[config.mk]
export PLATFORM = sky130hd
export DESIGN_NAME = led_blink_array
export DESIGN_NICKNAME = d
export VERILOG_FILES = /design/src/rtl/led_blink_array.sv
export SDC_FILE = /design/constraint.sdc
export NUM_CORES = 1
export LEC_CHECK = 0
export CAP_MARGIN = 20
export CELL_PAD_IN_SITES_DETAIL_PLACEMENT = 0
export CELL_PAD_IN_SITES_GLOBAL_PLACEMENT = 1
export CORE_MARGIN = 3
export CORE_UTILIZATION = 50
export CTS_CLUSTER_DIAMETER = 60
export CTS_CLUSTER_SIZE = 30
export DETAILED_ROUTE_END_ITERATION = 8
export HOLD_SLACK_MARGIN = 0.03
export PLACE_DENSITY_LB_ADDON = 0.1
export REMOVE_ABC_BUFFERS = 1
export SLEW_MARGIN = 10
export SYNTH_ARGS = -nofsm -noshare
export SYNTH_HDL_FRONTEND = slang
export SYNTH_SLANG_ARGS = --single-unit
[constraint.sdc]
create_clock -name clk -period 3.9 [get_ports clk]
set_input_delay 0.39 -clock clk [delete_from_list [all_inputs] [get_ports clk]]
set_output_delay 0.39 -clock clk [all_outputs]
set_load 0.05 [all_outputs]
[src/rtl/led_blink_array.sv]
// Multi-channel LED driver: OFF/ON/BLINK per channel, plus PWM when LED_BLINK_PWM_EN is defined.
// Configuration takes one request per two cycles: the accept cycle, then one apply cycle with cfg_ready low.
module led_blink_array #(
  parameter int NUM_CH = 4,
  parameter int CNT_W = 26,
  parameter int DUTY_W = 8,
  parameter logic [CNT_W-1:0] DEF_PERIOD = {1'b0, {(CNT_W-1){1'b1}}},
  localparam int CH_W = (NUM_CH > 1) ? $clog2(NUM_CH) : 1
) (
  input  logic              clk,
  input  logic              rst,
  input  logic              cfg_valid,
  output logic              cfg_ready,
  input  logic [CH_W-1:0]   cfg_ch,
  input  logic [1:0]        cfg_mode,
  input  logic [CNT_W-1:0]  cfg_period,
  input  logic [DUTY_W-1:0] cfg_duty,
  output logic [NUM_CH-1:0] led,
  output logic [NUM_CH-1:0] tick
);

  localparam logic [1:0] MODE_OFF   = 2'b00;
  localparam logic [1:0] MODE_ON    = 2'b01;
  localparam logic [1:0] MODE_BLINK = 2'b10;

  logic                         apply_q;
  logic [CH_W-1:0]              ch_q;
  logic [1:0]                   pmode_q;
  logic [CNT_W-1:0]             pperiod_q;
  logic [NUM_CH-1:0][1:0]       mode_q, mode_d;
  logic [NUM_CH-1:0][CNT_W-1:0] period_q, period_d;
  logic [NUM_CH-1:0][CNT_W-1:0] cnt_q, cnt_d;
  logic [NUM_CH-1:0]            blink_q, blink_d;
  logic [NUM_CH-1:0]            led_q, led_d;
  logic [NUM_CH-1:0]            wrap;
  logic [NUM_CH-1:0]            pwm_on;
  logic                         transfer;

`ifdef LED_BLINK_PWM_EN
  logic [DUTY_W-1:0]              pduty_q;
  logic [NUM_CH-1:0][DUTY_W-1:0]  duty_q, duty_d;
  logic [DUTY_W-1:0]              pwm_q, pwm_d;
`else
  logic unused_duty;
  assign unused_duty = ^cfg_duty;
`endif

  assign cfg_ready = ~rst & ~apply_q;
  assign transfer  = cfg_valid & cfg_ready;
  assign tick      = wrap & {NUM_CH{~rst}};
  assign led       = led_q;

  always_comb begin
    mode_d   = mode_q;
    period_d = period_q;
    cnt_d    = cnt_q;
    blink_d  = blink_q;
    wrap     = '0;
    pwm_on   = '0;
    led_d    = '0;
`ifdef LED_BLINK_PWM_EN
    duty_d = duty_q;
    pwm_d  = pwm_q + 1'b1;
`endif
    for (int i = 0; i < NUM_CH; i++) begin
      wrap[i]    = (cnt_q[i] == period_q[i]);
      cnt_d[i]   = wrap[i] ? '0 : cnt_q[i] + 1'b1;
      blink_d[i] = blink_q[i] ^ wrap[i];
      // Out-of-range channel numbers simply match no channel.
      if (apply_q && (ch_q == CH_W'(i))) begin
        mode_d[i]   = pmode_q;
        period_d[i] = pperiod_q;
        cnt_d[i]    = '0;
        blink_d[i]  = 1'b0;
`ifdef LED_BLINK_PWM_EN
        duty_d[i]   = pduty_q;
`endif
      end
`ifdef LED_BLINK_PWM_EN
      pwm_on[i] = (pwm_d < duty_d[i]);
`endif
      // LED register tracks the next channel state so it always matches the state registers.
      case (mode_d[i])
        MODE_OFF:   led_d[i] = 1'b0;
        MODE_ON:    led_d[i] = 1'b1;
        MODE_BLINK: led_d[i] = blink_d[i];
        default:    led_d[i] = pwm_on[i];
      endcase
    end
  end

  always_ff @(posedge clk) begin
    if (rst) begin
      apply_q   <= 1'b0;
      ch_q      <= '0;
      pmode_q   <= MODE_OFF;
      pperiod_q <= '0;
      mode_q    <= {NUM_CH{MODE_BLINK}};
      period_q  <= {NUM_CH{DEF_PERIOD}};
      cnt_q     <= '0;
      blink_q   <= '0;
      led_q     <= '0;
`ifdef LED_BLINK_PWM_EN
      pduty_q   <= '0;
      duty_q    <= '0;
      pwm_q     <= '0;
`endif
    end else begin
      apply_q  <= transfer;
      mode_q   <= mode_d;
      period_q <= period_d;
      cnt_q    <= cnt_d;
      blink_q  <= blink_d;
      led_q    <= led_d;
`ifdef LED_BLINK_PWM_EN
      duty_q   <= duty_d;
      pwm_q    <= pwm_d;
`endif
      if (transfer) begin
        ch_q      <= cfg_ch;
        pmode_q   <= cfg_mode;
        pperiod_q <= cfg_period;
`ifdef LED_BLINK_PWM_EN
        pduty_q   <= cfg_duty;
`endif
      end
    end
  end

endmodule

==> impl_metrics.env, run 1 <==
export IMPL_antenna_cells=0
export IMPL_power_density_nw_per_um2=412
export IMPL_grt_pass1_vias=7905
export IMPL_tightest_slew_ps=962
export IMPL_synth_area_top_cells="dfxtp_1, xor2_1, nand2_1"
export IMPL_path_max_fanout=6
export IMPL_synth_edff_count=0
export IMPL_vdd_ir_drop_max_mv=0.292
export IMPL_cts_resized_gates=0
export IMPL_port_buffers=41
export IMPL_min_period_ps=3350
export IMPL_rrSetupSlack_ps=1320
export IMPL_ys_types=44
export IMPL_gp_congestion=0.800
export IMPL_critPathKind="register to output pin"
export IMPL_period_share=0.859
export IMPL_end_kind="output pin"
export IMPL_drtPass1Iterations=4
export IMPL_grt_antenna_before_repair=0
export IMPL_layout_drive_gt1_share=0.0481
export IMPL_hold_path_depth=2
export IMPL_syn_area_um2=11400
export IMPL_mostFrequentLayoutCell="nand2_1"
export IMPL_worst_slack_ps=551
export IMPL_async_flop_share=0
export IMPL_rr_worst_depth=8
export IMPL_cts_setup_buffers=0
export IMPL_avgSynthCellArea_um2=8.47
export IMPL_die_x_um=157
export IMPL_ys_seq_area_frac=0.446
export IMPL_grt_max_degree=69
export IMPL_cts_sinks=255
export IMPL_cts_tree="yes"
export IMPL_netlist_instances=1352
export IMPL_static_leakage_power_nw=4.77
export IMPL_rsz0062_at_grt="false"
export IMPL_hold_ws_ps=396
export IMPL_finalCoreUtilization=0.575
export IMPL_clock_fmax_mhz=299
export IMPL_final_max_slew_violation_count=0
export IMPL_start_util=0.516
export IMPL_pre_cts_ws_ps=1110
export IMPL_status="finished, final reports clean"
export IMPL_core_area_um2=22200
export IMPL_drtAntennaViolNets=0
export IMPL_hpwl_um=18100
export IMPL_synth_top_area_frac=0.446
export IMPL_wire_per_inst_um=16.3
export IMPL_clock_latency_ps=510
export IMPL_io_pin_count=50
export IMPL_dieArea_um2=24700
export IMPL_yosys_register_bits=255
export IMPL_numCtsBuffers=20
export IMPL_clkTransAtPathRegs_ps=70
export IMPL_num_rows=54
export IMPL_hold_viol=0
export IMPL_cts_path_max_buffers=3
export IMPL_cp_arrival_ps=2960
export IMPL_drv_cap=0
export IMPL_reg2reg_from="apply_q$_SDFF_PP0_"
export IMPL_yosysTopAreaCell="dfxtp_1"
export IMPL_r2r_end="led[0]$_SDFF_PP0_"
export IMPL_ys_flop_type="dfxtp_1"
export IMPL_h_tree_depth=1
export IMPL_wirelength_um=27000
export IMPL_hold_class="input port to register"
export IMPL_final_setup_tns_ps=0
export IMPL_dr_total_vias=8505
export IMPL_final_cell_mix="nand2_1, dfxtp_1, nor2_1, xor2_1, nand3b_1"
export IMPL_min_delay_start="rst"
export IMPL_nets=1411
export IMPL_grt_overflow_total=0
export IMPL_routed_via_density=5.15
export IMPL_hold_buffers=0
export IMPL_grt_pass1_wl_um=43700
export IMPL_final_area_um2=12700
export IMPL_cts_root_buf="clkbuf_16"
export IMPL_fillers=2074
export IMPL_clock_skew_ps=21.4
export IMPL_drt_initial_drc_count=667
export IMPL_cp_required_ps=3510
export IMPL_yosysWarnings=0
export IMPL_start_kind="register"
export IMPL_startpoint="cnt_q[93]$_SDFF_PP0_"
export IMPL_min_delay_worst_endpoint="mode_q[2]$_SDFF_PP0_"
export IMPL_finalSetupViolCount=0
export IMPL_post_route_drc_count=0
export IMPL_syn_to_final_growth_pct=11.2
export IMPL_grt_usage=0.220
export IMPL_placed_area_um2=12000
export IMPL_slew_headroom=0.359
export IMPL_die_y_um=157
==> metal layers <==
| metal | track usage | routed length, µm | share of wire |
|---|---|---|---|
| met2 | 0.350 | 12200 | 0.45 |
| met4 | 0.0475 | 592 | 0.022 |
| met1 | 0.324 | 13200 | 0.49 |
| met5 | 0 | 0 | 0 |
| met3 | 0.0247 | 1000 | 0.037 |
==> per-stage QoR <==
step	cells	power [mW]
after floorplan	1284	2.96
after global placement	1614	3.11
after detailed placement	1614	3.12
after CTS	1650	5.30
after global routing	1652	5.45
final	1652	5.24
==> power by group <==
part | internal [mW] | switching, mW | total [mW]
clock network | 1.19 | 0.994 | 2.19
logic | 0.128 | 0.147 | 0.275
registers | 2.67 | 0.109 | 2.78
total | 3.99 | 1.25 | 5.24
==> sequential cells by signal (all words and copies together), names as in the netlist, 2 cells and up <==
register	count
blink_q	4
ch_q	2
cnt_q	104
led	4
mode_q	8
period_q	104
pmode_q	2
pperiod_q	26
==> how the worst max path moves through the flow <==
stage	to	depth (start not counted)
after CTS	tick[3]	5
final	tick[3]	5
after global routing	tick[3]	5
after floorplan	cnt_q[10]$_SDFF_PP0_	4
after global placement	tick[3]	5
after detailed placement	tick[3]	5
==> synth_stat cells (2+ instances only) <==
| master | instances |
|---|---|
| xor2_1 | 119 |
| nand3_1 | 35 |
| nand2_1 | 265 |
| xnor2_1 | 81 |
| nor3b_1 | 2 |
| mux2i_1 | 8 |
| a211o_1 | 4 |
| and3_1 | 19 |
| clkbuf_1 | 53 |
| dfxtp_1 | 255 |
| nand4_1 | 19 |
| a211oi_1 | 3 |
| or2_2 | 4 |
| o21ai_0 | 34 |
| buf_1 | 4 |
| nor3_1 | 33 |
| nor2_1 | 145 |
| and4_1 | 10 |
| nand3b_1 | 100 |
| a21oi_1 | 7 |
| and2_1 | 3 |
| ha_1 | 12 |
| nor4_1 | 36 |
| nand2b_1 | 34 |
| o21ai_2 | 3 |
| nor4_4 | 3 |
| buf_2 | 9 |
| inv_1 | 30 |
| nand4b_1 | 4 |
| or3_1 | 4 |
==> worst max-delay path, cell delays in order (launching register included) <==
cell,delay (ps)
dfxtp_1,470
xor2_1,110
nor4_1,520
nand4_1,310
nor3_1,220
clkdlybuf4s50_1,830
==> cell families (layout without fill, tap and decap cells) <==
group                      after synthesis  in the layout  share of synthesized area
and+or+nand+nor                        725            725                      0.320
DFF                                    255            255                      0.446
xor gates and xnor gates               200            200                      0.153
buffers and inverters                   98            118                     0.0339
AOI/OAI and AO/OA                       54             54                     0.0272
adders and majority gates               12             12                     0.0131
muxes                                    8              8                    0.00700
==> final cells by class <==
cell class	count	area [µm²]	area share
Tap cell	280	350	0.0275
Timing Repair Buffer	52	505	0.0397
Multi-Input combinational cell	999	5960	0.468
Clock inverter	11	130	0.0102
Clock buffer	25	571	0.0448
Sequential cell	255	5100	0.401
Inverter	30	113	0.00884
No activity file was read; power rests on OpenSTA's default activity.
==> inputs of run 2 (changes only) <==
ABC_CLOCK_PERIOD_IN_PS = 3900   (was unset)
==> results of run 2 <==
Final layout, timing and power as in run 1 (identical DEF).
==> inputs of run 3 (changes only) <==
ABC_CLOCK_PERIOD_IN_PS = 3100   (was 3900)
CORE_UTILIZATION = 46   (was 50)
TNS_END_PERCENT = 20   (was unset)
clock period = 3.1 ns   (was 3.9 ns; I/O delays follow)
==> run 3 against run 2 <==
Effect of this change:
- clock power rose by 28%
- combinational power rose by 28%
- via count rose by 1.6%
- sequential power rose by 26%
- wire length rose by 4.4%
- die area rose by 8.4%
- sequential share of layout area fell by 0.31 points
==> impl_metrics.env, run 3 (same netlist as run 1, synthesis figures left out) <==
export IMPL_clock_fmax_mhz=340
export IMPL_vdd_ir_drop_max_mv=0.416
export IMPL_drt_initial_drc_count=773
export IMPL_cts_setup_buffers=0
export IMPL_grt_pass1_vias=8025
export IMPL_hpwl_um=18800
export IMPL_hold_class="input port to register"
export IMPL_syn_to_final_growth_pct=12.1
export IMPL_drtAntennaViolNets=0
export IMPL_dr_total_vias=8639
export IMPL_mostFrequentLayoutCell="nand2_1"
export IMPL_drtPass1Iterations=5
export IMPL_dieArea_um2=26800
export IMPL_multiInputGateArea_um2=5960
export IMPL_comb_power_share=0.053
export IMPL_finalSetupViolCount=0
export IMPL_rsz0062_at_grt="false"
export IMPL_wire_per_inst_um=16.6
export IMPL_final_max_slew_violation_count=0
export IMPL_h_tree_depth=1
export IMPL_gp_congestion=0.811
export IMPL_numCtsBuffers=21
export IMPL_largestRegisters="cnt_q (104), period_q (104), pperiod_q (26)"
export IMPL_placed_area_um2=12100
export IMPL_critPathKind="register to output pin"
export IMPL_final_area_um2=12800
export IMPL_clock_latency_ps=530
export IMPL_routed_via_density=5.08
export IMPL_tightest_slew_ps=740
export IMPL_intPower_mw=4.98
export IMPL_cts_path_max_buffers=3
export IMPL_grt_pass1_wl_um=45200
export IMPL_final_setup_tns_ps=0
export IMPL_clkPwrFrac=0.421
export IMPL_finalCoreUtilization=0.526
export IMPL_grt_overflow_total=0
export IMPL_final_cell_mix="nand2_1, dfxtp_1, nor2_1, xor2_1, nand3b_1"
export IMPL_layout_drive_gt1_share=0.0552
export IMPL_path_max_fanout=6
export IMPL_cts_sinks=255
export IMPL_die_x_um=164
export IMPL_clock_skew_ps=23.3
export IMPL_hold_buffers=0
export IMPL_min_period_ps=2940
export IMPL_start_util=0.469
export IMPL_period_share=0.949
export IMPL_static_leakage_power_nw=4.83
export IMPL_status="finished, final reports clean"
export IMPL_port_buffers=41
export IMPL_core_area_um2=24400
export IMPL_end_kind="output pin"
export IMPL_antenna_cells=0
export IMPL_power_frac_seq=0.526
export IMPL_io_pin_count=50
export IMPL_num_rows=57
export IMPL_seq_area_um2=5100
export IMPL_p_sw_mw=1.67
export IMPL_cp_required_ps=2790
export IMPL_nets=1417
export IMPL_grt_antenna_before_repair=0
export IMPL_clkTransAtPathRegs_ps=70
export IMPL_wirelength_um=28200
export IMPL_cp_arrival_ps=2630
export IMPL_grt_usage=0.212
export IMPL_die_y_um=164
export IMPL_start_kind="register"
export IMPL_grt_max_degree=48
export IMPL_slew_headroom=0.506
export IMPL_drv_cap=0
export IMPL_fillers=2344
export IMPL_cts_tree="yes"
export IMPL_swShare=0.252
export IMPL_hold_viol=0
export IMPL_power_density_nw_per_um2=519
export IMPL_post_route_drc_count=0
export IMPL_cts_root_buf="clkbuf_16"
-- run 3: cell count changes in the layout (fill, tap and decap cells not counted), sizes merged --
cell,before,now
buf,12,17
bufinv,2,1
clkbuf,25,26
clkdlybuf4s50,40,36
clkinv,2,5
clkinvlp,4,1
dlygate4sd2,0,2
inv,33,36
-- run 3: routing by layer --
metal | vias up | routed length (µm) | track usage
li1 | 4469 | - | -
met3 | 40 | 711 | 0.0252
met4 | 0 | 789 | 0.0577
met5 | - | 0 | 0
met2 | 100 | 12300 | 0.325
met1 | 4030 | 14400 | 0.316
-- run 3: through the flow --
step	power, mW	setup slack [ps]	cells	hold slack [ps]
after floorplan	3.72	141	1284	379
after global placement	3.93	418	1665	457
after detailed placement	3.94	440	1665	465
after CTS	6.73	160	1702	192
after global routing	6.93	26.4	1702	214
final	6.66	158	1702	206
-- run 3: final timing paths --
kind	from	to	slack, ps	depth (start not counted)
max	cnt_q[5]$_SDFF_PP0_	tick[0]	160	5
min	rst	mode_q[4]$_SDFF_PP0_	210	2
max reg2reg	ch_q[1]$_SDFFE_PP0P_	led[2]$_SDFF_PP0_	590	9
min reg2reg	period_q[25]$_SDFFE_PP0P_	period_q[25]$_SDFFE_PP0P_	470	2
-- run 3: power by group through the flow --
stage          Clock, mW  Sequential, mW  Combinational [mW]
2_1_floorplan          0            3.51               0.218
3_3_place_gp           0            3.58               0.352
3_5_place_dp           0            3.58               0.356
4_1_cts             2.87            3.50               0.357
5_1_grt             3.01            3.51               0.399
6_report            2.80            3.50               0.352
-- run 3: repair_timing --
item	in CTS	in global routing
setup endpoints to repair	4	2
resized for setup	4	6
endpoints found under the hold margin	0	0
-- run 3: worst max-delay path, stage by stage, from the launching register on --
cell and delay [ps]:
dfxtp_1 420, xor2_1 110, nor4_1 380, nand4_1 300, nor3_1 320, dlygate4sd2_1 570
-- run 3: final cells by class --
cell class / instances / share of cell area
clock buffers: 24 / 0.0442
repair buffers: 57 / 0.0411
multi-input cells: 999 / 0.465
well taps: 324 / 0.0316
clock inverters: 13 / 0.0120
flip-flops and latches: 255 / 0.398
inverters: 30 / 0.00877
